`src/rtl/capture_ctrl.sv`:
```
// Acquisition sequencer: edge trigger with pre-trigger depth, streaming samples through a
// staging FIFO into an SDRAM ring buffer via a write-only arbiter port.
module capture_ctrl #(
  parameter int unsigned   AN      = 24,
  parameter int unsigned   DN      = 16,
  parameter int unsigned   BURST   = 8,
  parameter logic [AN-1:0] BASE    = 24'he00000,
  parameter int unsigned   DEPTH   = 1024,
  parameter int unsigned   PRE     = 256,
  parameter int unsigned   ADCN    = 10,
  parameter int unsigned   AUTO_TO = 65535
) (
  input  logic            clk_sys_i,
  input  logic            reset_i,
  input  logic            arm_i,
  input  logic            stop_i,
  input  logic [1:0]      mode_i,
  input  logic            edge_i,
  input  logic [ADCN-1:0] level_i,
  input  logic            smp_valid_i,
  input  logic [ADCN-1:0] smp_data_i,
  output logic            req_o,
  output logic [AN-1:0]   req_addr_o,
  output logic [DN-1:0]   req_data_o,
  output logic            req_wr_o,
  input  logic            req_ack_i,
  output logic            busy_o,
  output logic            done_o,
  output logic [AN-1:0]   trig_addr_o,
  output logic            overrun_o
);

  localparam int unsigned FifoDepth = 2 * BURST;
  localparam int unsigned PtrW      = $clog2(FifoDepth);
  localparam int unsigned CntW      = $clog2(FifoDepth + 1);
  localparam int unsigned BeatW     = $clog2(BURST + 1);
  localparam int unsigned OffW      = $clog2(DEPTH);
  localparam int unsigned RecW      = $clog2(DEPTH + 1);
  localparam int unsigned AutoW     = $clog2(AUTO_TO + 1);

  typedef enum logic [2:0] {StIdle, StPre, StWait, StPost, StFlush} state_e;

  state_e            state_q, state_d;
  logic [ADCN-1:0]   mem_q [FifoDepth];
  logic [PtrW-1:0]   rd_q, rd_d, wr_q, wr_d;
  logic [CntW-1:0]   cnt_q, cnt_d;
  logic [OffW-1:0]   off_q, off_d, wptr_q, wptr_d, addr_q, addr_d, trig_q, trig_d;
  logic              burst_q, burst_d, done_q, done_d, overrun_q, overrun_d;
  logic [BeatW-1:0]  beat_q, beat_d, len_q, len_d;
  logic [RecW-1:0]   pre_cnt_q, pre_cnt_d, post_cnt_q, post_cnt_d;
  logic [AutoW-1:0]  wait_cnt_q, wait_cnt_d;
  logic [ADCN-1:0]   prev_q, prev_d;
  logic              prev_vld_q, prev_vld_d;

  logic capturing, full, accept, pop, edge_hit, auto_hit, start, burst_end;

  always_comb begin
    capturing = (state_q == StPre) || (state_q == StWait) || (state_q == StPost);
    full      = (cnt_q == CntW'(FifoDepth));
    accept    = capturing && smp_valid_i && !full && !stop_i;
    pop       = burst_q && req_ack_i;
    if (edge_i) begin
      edge_hit = prev_vld_q && (prev_q > level_i) && (smp_data_i <= level_i);
    end else begin
      edge_hit = prev_vld_q && (prev_q < level_i) && (smp_data_i >= level_i);
    end
    auto_hit  = (mode_i == 2'd0) && (wait_cnt_q == AutoW'(AUTO_TO - 1));
    // In FLUSH the tail may be shorter than a burst, so issue whatever is left.
    start     = !burst_q && ((cnt_q >= CntW'(BURST)) ||
                             ((state_q == StFlush) && (cnt_q != '0)));
    burst_end = pop && (beat_q == len_q - BeatW'(1));
  end

  // Sequencer FSM
  always_comb begin
    state_d    = state_q;
    done_d     = 1'b0;
    overrun_d  = overrun_q;
    trig_d     = trig_q;
    pre_cnt_d  = pre_cnt_q;
    post_cnt_d = post_cnt_q;
    wait_cnt_d = wait_cnt_q;
    prev_d     = prev_q;
    prev_vld_d = prev_vld_q;
    unique case (state_q)
      StIdle: begin
        if (arm_i || (done_q && !mode_i[1])) begin
          state_d   = StPre;
          pre_cnt_d = '0;
          if (arm_i) overrun_d = 1'b0;
        end
      end
      StPre: begin
        if (accept) begin
          pre_cnt_d = pre_cnt_q + RecW'(1);
          if (pre_cnt_q == RecW'(PRE - 1)) begin
            state_d    = StWait;
            prev_vld_d = 1'b0;
            wait_cnt_d = '0;
          end
        end
      end
      StWait: begin
        if (accept) begin
          prev_d     = smp_data_i;
          prev_vld_d = 1'b1;
          wait_cnt_d = wait_cnt_q + AutoW'(1);
          if (edge_hit || auto_hit) begin
            trig_d     = off_q;
            post_cnt_d = RecW'(1);
            state_d    = StPost;
          end
        end
      end
      StPost: begin
        if (accept) begin
          post_cnt_d = post_cnt_q + RecW'(1);
          if (post_cnt_q == RecW'(DEPTH - PRE - 1)) state_d = StFlush;
        end
      end
      StFlush: begin
        if ((pop && (cnt_q == CntW'(1))) || ((cnt_q == '0) && !burst_q)) begin
          state_d = StIdle;
          done_d  = 1'b1;
        end
      end
      default: state_d = StIdle;
    endcase
    if (capturing && smp_valid_i && full && !stop_i) overrun_d = 1'b1;
    if (stop_i) begin
      state_d   = StIdle;
      done_d    = 1'b0;
      overrun_d = overrun_q;
    end
  end

  // FIFO and write-burst datapath; wptr always tracks the ring offset of the FIFO head.
  always_comb begin
    burst_d = burst_q;
    beat_d  = beat_q;
    len_d   = len_q;
    addr_d  = addr_q;
    wptr_d  = wptr_q;
    rd_d    = rd_q;
    wr_d    = wr_q;
    off_d   = off_q;
    if (burst_q) begin
      if (pop) begin
        beat_d = beat_q + BeatW'(1);
        wptr_d = wptr_q + OffW'(1);
        rd_d   = rd_q + PtrW'(1);
        if (burst_end) begin
          burst_d = 1'b0;
          beat_d  = '0;
        end
      end
    end else if (start) begin
      burst_d = 1'b1;
      beat_d  = '0;
      addr_d  = wptr_q;
      len_d   = (cnt_q >= CntW'(BURST)) ? BeatW'(BURST) : BeatW'(cnt_q);
    end
    if (accept) begin
      wr_d  = wr_q + PtrW'(1);
      off_d = off_q + OffW'(1);
    end
    cnt_d = cnt_q + CntW'(accept) - CntW'(pop);
    if (stop_i) begin
      burst_d = 1'b0;
      beat_d  = '0;
      rd_d    = '0;
      wr_d    = '0;
      cnt_d   = '0;
      wptr_d  = off_q;
    end
  end

  always_ff @(posedge clk_sys_i) begin
    if (accept) mem_q[wr_q] <= smp_data_i;
  end

  always_ff @(posedge clk_sys_i) begin
    if (reset_i) begin
      state_q    <= StIdle;
      rd_q       <= '0;
      wr_q       <= '0;
      cnt_q      <= '0;
      off_q      <= '0;
      wptr_q     <= '0;
      addr_q     <= '0;
      trig_q     <= '0;
      burst_q    <= 1'b0;
      done_q     <= 1'b0;
      overrun_q  <= 1'b0;
      beat_q     <= '0;
      len_q      <= '0;
      pre_cnt_q  <= '0;
      post_cnt_q <= '0;
      wait_cnt_q <= '0;
      prev_q     <= '0;
      prev_vld_q <= 1'b0;
    end else begin
      state_q    <= state_d;
      rd_q       <= rd_d;
      wr_q       <= wr_d;
      cnt_q      <= cnt_d;
      off_q      <= off_d;
      wptr_q     <= wptr_d;
      addr_q     <= addr_d;
      trig_q     <= trig_d;
      burst_q    <= burst_d;
      done_q     <= done_d;
      overrun_q  <= overrun_d;
      beat_q     <= beat_d;
      len_q      <= len_d;
      pre_cnt_q  <= pre_cnt_d;
      post_cnt_q <= post_cnt_d;
      wait_cnt_q <= wait_cnt_d;
      prev_q     <= prev_d;
      prev_vld_q <= prev_vld_d;
    end
  end

  always_comb begin
    req_o       = burst_q;
    req_wr_o    = burst_q;
    req_addr_o  = BASE + AN'(addr_q);
    req_data_o  = DN'(mem_q[rd_q]);
    busy_o      = (state_q != StIdle);
    done_o      = done_q;
    trig_addr_o = AN'(trig_q);
    overrun_o   = overrun_q;
  end

endmodule
```
`config.mk`:
```
export PLATFORM = sky130hd
export DESIGN_NAME = capture_ctrl
export DESIGN_NICKNAME = d
export VERILOG_FILES = /design/src/rtl/capture_ctrl.sv
export SDC_FILE = /design/constraint.sdc
export NUM_CORES = 1
export LEC_CHECK = 0
export CORE_MARGIN = 3
export CORE_UTILIZATION = 32
export CTS_CLUSTER_DIAMETER = 50
export CTS_CLUSTER_SIZE = 20
export DETAILED_ROUTE_END_ITERATION = 6
export PLACE_DENSITY = 0.46
export SYNTH_ARGS = -nofsm -noshare
export SYNTH_HDL_FRONTEND = slang
export SYNTH_SLANG_ARGS = --single-unit
```
`constraint.sdc`:
```
create_clock -name clk_sys_i -period 3.5 [get_ports clk_sys_i]
set_input_delay 0.525 -clock clk_sys_i [delete_from_list [all_inputs] [get_ports clk_sys_i]]
set_output_delay 0.525 -clock clk_sys_i [all_outputs]
set_load 0.02 [all_outputs]
```
# Word level (Yosys, flattened, before mapping)
# Memories as Yosys holds them, arrays and structs flattened. A register that Yosys moved wholly into a read port is not among the register bits.
# Cells that the tools add are included.
# op_classes
eq_ne	19
add_sub_neg	12
n_reduce_logical	54
div	0
n_lt_le_gt_ge	5
bitwise	3
shift	0
multipliers	0
mux	46
# ops
op	n
$mux 11	5
$mux 16	3
$pmux 11 s2	2
$pmux 16 s2	1
$mux 10	3
$mux 4	7
$mux 3	8
$add 22x11->23 const A	1
$add 11x1->11 const B	2
$add 10x1->10 const B	2
$reduce_bool 2->1	9
$logic_and 1x1->1	17
$add 16x1->16 const B	1
$eq 16x16->1 const B	1
$mux 1	15
$pmux 3 s5	1
$add 4x1->4 const B	3
$reduce_and 4->1	3
$eq 11x10->1 const B	1
$eq 11x8->1 const B	1
$ge 10x10->1	1
$gt 10x10->1	1
$le 10x10->1	1
$lt 10x10->1	1
26 further kinds	49
# totals
rom_bits	0
n_memories	1
ramBits	160
ff_bits	116
latch_bits	0
out_inout_bits	69
inputBits	29
word_cells	158
# mem_list
memory	words	width	read_ports	rd_clocked_by_memory_dff	wr	line	source
mem_q	16	10	1	1	1	44	logic [ADCN-1:0] mem_q [FifoDepth];

# Longest topological paths before layout
# depth
word_depth	8
ltp_mapped	13
mapped_depth_nobuf	13

# Worst setup path after synthesis
# OpenSTA, ideal clock, no wires.
# synth_path
kind	input to register
startpoint	in stop_i
endpoint	reg cnt_q[4]
path_stages	11
setup_time_ps	71
slack_ps	647
path_buffers	0
required_time_ps	3429
arrival_time_ps	2782
cell_sequence	or3b_4 nor3_4 inv_2 ha_1 inv_1 ha_1 fa_1 a21oi_1 nor2_1 or3_1 a21oi_1
# synth_via
elab_chain_len	4
word_cells_on_any_way	5
cone_classes	add/sub (2); reduce/logical (3)
# synth_rtl
item	line	source
start: declaration	16	input logic stop_i,
$logic_not 1->1	60	accept = capturing && smp_valid_i && !full && !stop_i;
$logic_and 1x1->1	60	
$add 5x1->5	167	cnt_d = cnt_q + CntW'(accept) - CntW'(pop);
$sub 5x1->5	167	
end signal: assignment	206	cnt_q <= cnt_d;
end: declaration	46	logic [CntW-1:0] cnt_q, cnt_d;
# Parallel ways exist; a longest one is shown, timed or not.
# A chain may end at the register's enable or synchronous reset.

==> out/metrics.yaml <==
cts.path.max_buffers: 3
min_period_over_period_pct: 97.5
syn_area_per_cell_um2: 12.4
cts_buffers: 34
synth_edf_count: 160
ctsHoldBuffers: 0
p_per_area_nw_per_um2: 487
syn_area_um2: 12300
antenna_found_initial: 0
ir_drop_mv: 0.271
postCtsSetupBuffers: 0
num_rows: 71
final.setup.tns_ns: 0
htree_num_levels: 2
finalCriticalPeriod_ns: 3.41
fmax_mhz: 293
core_area_um2: 37800
rsz0062_at_grt: "false"
slew_viol_final: 0
place_hpwl_um: 19000
cp_max_fo: 20
via_count: 7754
cts-root-buf: "clkbuf_16"
routed_via_density: 4.77
portBuffers: 63
synthCells: 992
preCtsSetupSlack_ns: 0.140
ys_async_sr_fraction_pct: 0
drt_iter0_drc: 415
insertion_delay_ns: 0.52
finalNonFillerCells: 1627
worstPathArrival_ns: 2.89
wl_per_cell_um: 18.1
cp-end-kind: "output pin"
grt_pass1_wl_um: 45600
ys.flop_type: "edfxtp_1"
drt-pass1-iter-count: 4
nets: 1161
setup-violations-final: 0
crit_required_ns: 2.97
grt_pass1_vias: 7731
finClkSkew_ns: 0.0217
layout-drive-gt1-share_pct: 14.9
syn_to_final_growth_pct: 20.1
maxCapViolations: 0
drc: 0
total_power_uw: 7200
start_util_pct: 32.6
ys_seq_area_share_pct: 58.5
tritoncts: "done"
fillCellCount: 3689
hold_viol: 0
cts.sinks: 280
gr-usage-all-layers_pct: 14.2
die_h_um: 202
path_class: "flop to output pin"
globalplace.congestion: 0.752
leakage_uw: 0.00499
ant_nets: 0
io_pins: 98
max_slew_margin_pct: 45.8
hold_class: "flop to flop"
status: "finished, final reports clean"
worstMarginPinSlew_ns: 0.803
yosysUniqueCellTypes: 65
timing.final.ws_setup_ns: 0.0889
overflow: 0
dieWidth_um: 202
startpoint_type: "flop"
die_area_um2: 40900
antenna_cells: 0
clk_pin_slew_worst_paths_ns: 0.06
yosys_warnings: 0
wl_um: 29400
dp.cells: 1565
grt_max_degree: 41
ys_seq_elements: 280
-- cell usage after synthesis (3+ instances only) --
cell        n  area, µm²
a211oi_1    3       22.5
a21o_1      4       30.0
a21oi_1    74        370
a22oi_1     4       30.0
a31oi_1     4       25.0
and3_1      9       56.3
and4_1      5       43.8
buf_1       8       30.0
buf_4      36        270
clkbuf_1   28        105
dfxtp_1   120       2400
edfxtp_1  160       4800
ha_1       40        500
inv_1      28        105
mux2i_1    10        100
mux4_2     50       1130
nand2_1    81        304
nand2b_1   27        169
nand3_1    24        120
nand3b_1    5       37.5
nand4_1    18        113
nor2_1     97        364
nor2b_1     5       31.3
nor3_1     22        110
o21ai_0    23        115
or3_1       7       43.8
xnor2_1    20        175
xor2_1     28        245
-- cells in the final DEF, fill, tap and decap left out, drive strengths merged, types with 40 or more instances in the layout --
cell / synthesis / layout
clkdlybuf4s50: 0 / 62
nor2: 97 / 97
clkbuf: 28 / 41
buf: 48 / 44
edfxtp: 160 / 160
a21oi: 74 / 74
mux4: 50 / 50
dfxtp: 120 / 120
nand2: 81 / 81
ha: 40 / 40
-- logic make-up (layout without fill, tap and decap cells) --
family                     after synthesis  in the layout  share of synthesized area, %
other                                    2             34                        0.0609
and+or+nand+nor                        319            319                          12.8
buffers and inverters                  106            198                          4.47
AOI/OAI and AO/OA                      136            136                          6.56
adders and majority gates               41             41                          4.22
xor gates and xnor gates                48             48                          3.41
DFF                                    280            280                          58.5
muxes                                   60             60                          9.95
-- per-layer routing --
metal,vias up,GRT usage (%),part of all wire [%]
li1,3768,-,-
met1,3839,19.8,48
met2,113,22.7,46
met3,34,2.80,3.7
met4,0,3.98,2.1
met5,-,0,0
-- state kept, by name, summed over array words and instances, names as in the netlist, named ones only --
register    cells
prev_q         10
rd_q            4
state_q         3
trig_q         10
done_o          1
mem_q         160
wait_cnt_q     16
off_q          10
wptr_q         10
addr_q         10
len_q           4
beat_q          4
prev_vld_q      1
req_o           1
pre_cnt_q      11
overrun_o       1
wr_q            4
post_cnt_q     11
cnt_q           5
-- cell type report --
type	count	area (µm²)	share of cell area, %
timing repair buffer	107	1020	6.88
inverter	30	113	0.761
tap	511	639	4.32
sequential	280	7210	48.7
multi-input combinational	638	4700	31.8
clock inverter	21	209	1.41
clock buffer	40	905	6.11
-- worst paths after layout --
check	start	endpoint	slack (ns)	cells past startpoint
hold / removal	prev_q[0]	prev_q[0]	0.45	2
hold reg to reg	prev_q[0]	prev_q[0]	0.45	2
setup reg to reg	state_q[2]	cnt_q[4]	0.68	11
setup / recovery	flop	req_data_o[8]	0.09	4
-- critical path, stage by stage, from the launching register on --
cell and delay, ns:
dfxtp_2 0.45, buf_16 0.25, mux4_2 0.58, mux4_2 0.53, clkdlybuf4s50_1 0.56
-- report_power, final --
part           switching [µW]  internal [µW]  leakage (µW)
sequential               3.55           3480       0.00241
clock                    1450           2040      0.000544
combinational             159           76.5       0.00204
total                    1610           5590       0.00499
-- metrics by stage --
step,instance area [µm²],util (%),hold WS [ns]
final,14800,39.1,0.455
after global routing,14800,39.1,0.453
after CTS,14800,39.0,0.433
after detailed placement,13600,36.1,0.450
after global placement,13600,36.1,0.446
after floorplan,12400,-,0.429
-- repair_timing --
item | in CTS | in global routing
endpoints found under the hold margin | 0 | 0
gates resized for setup | 0 | 1
setup endpoints to repair | 0 | 2
Note: power is estimated with default switching activity, not from simulation.
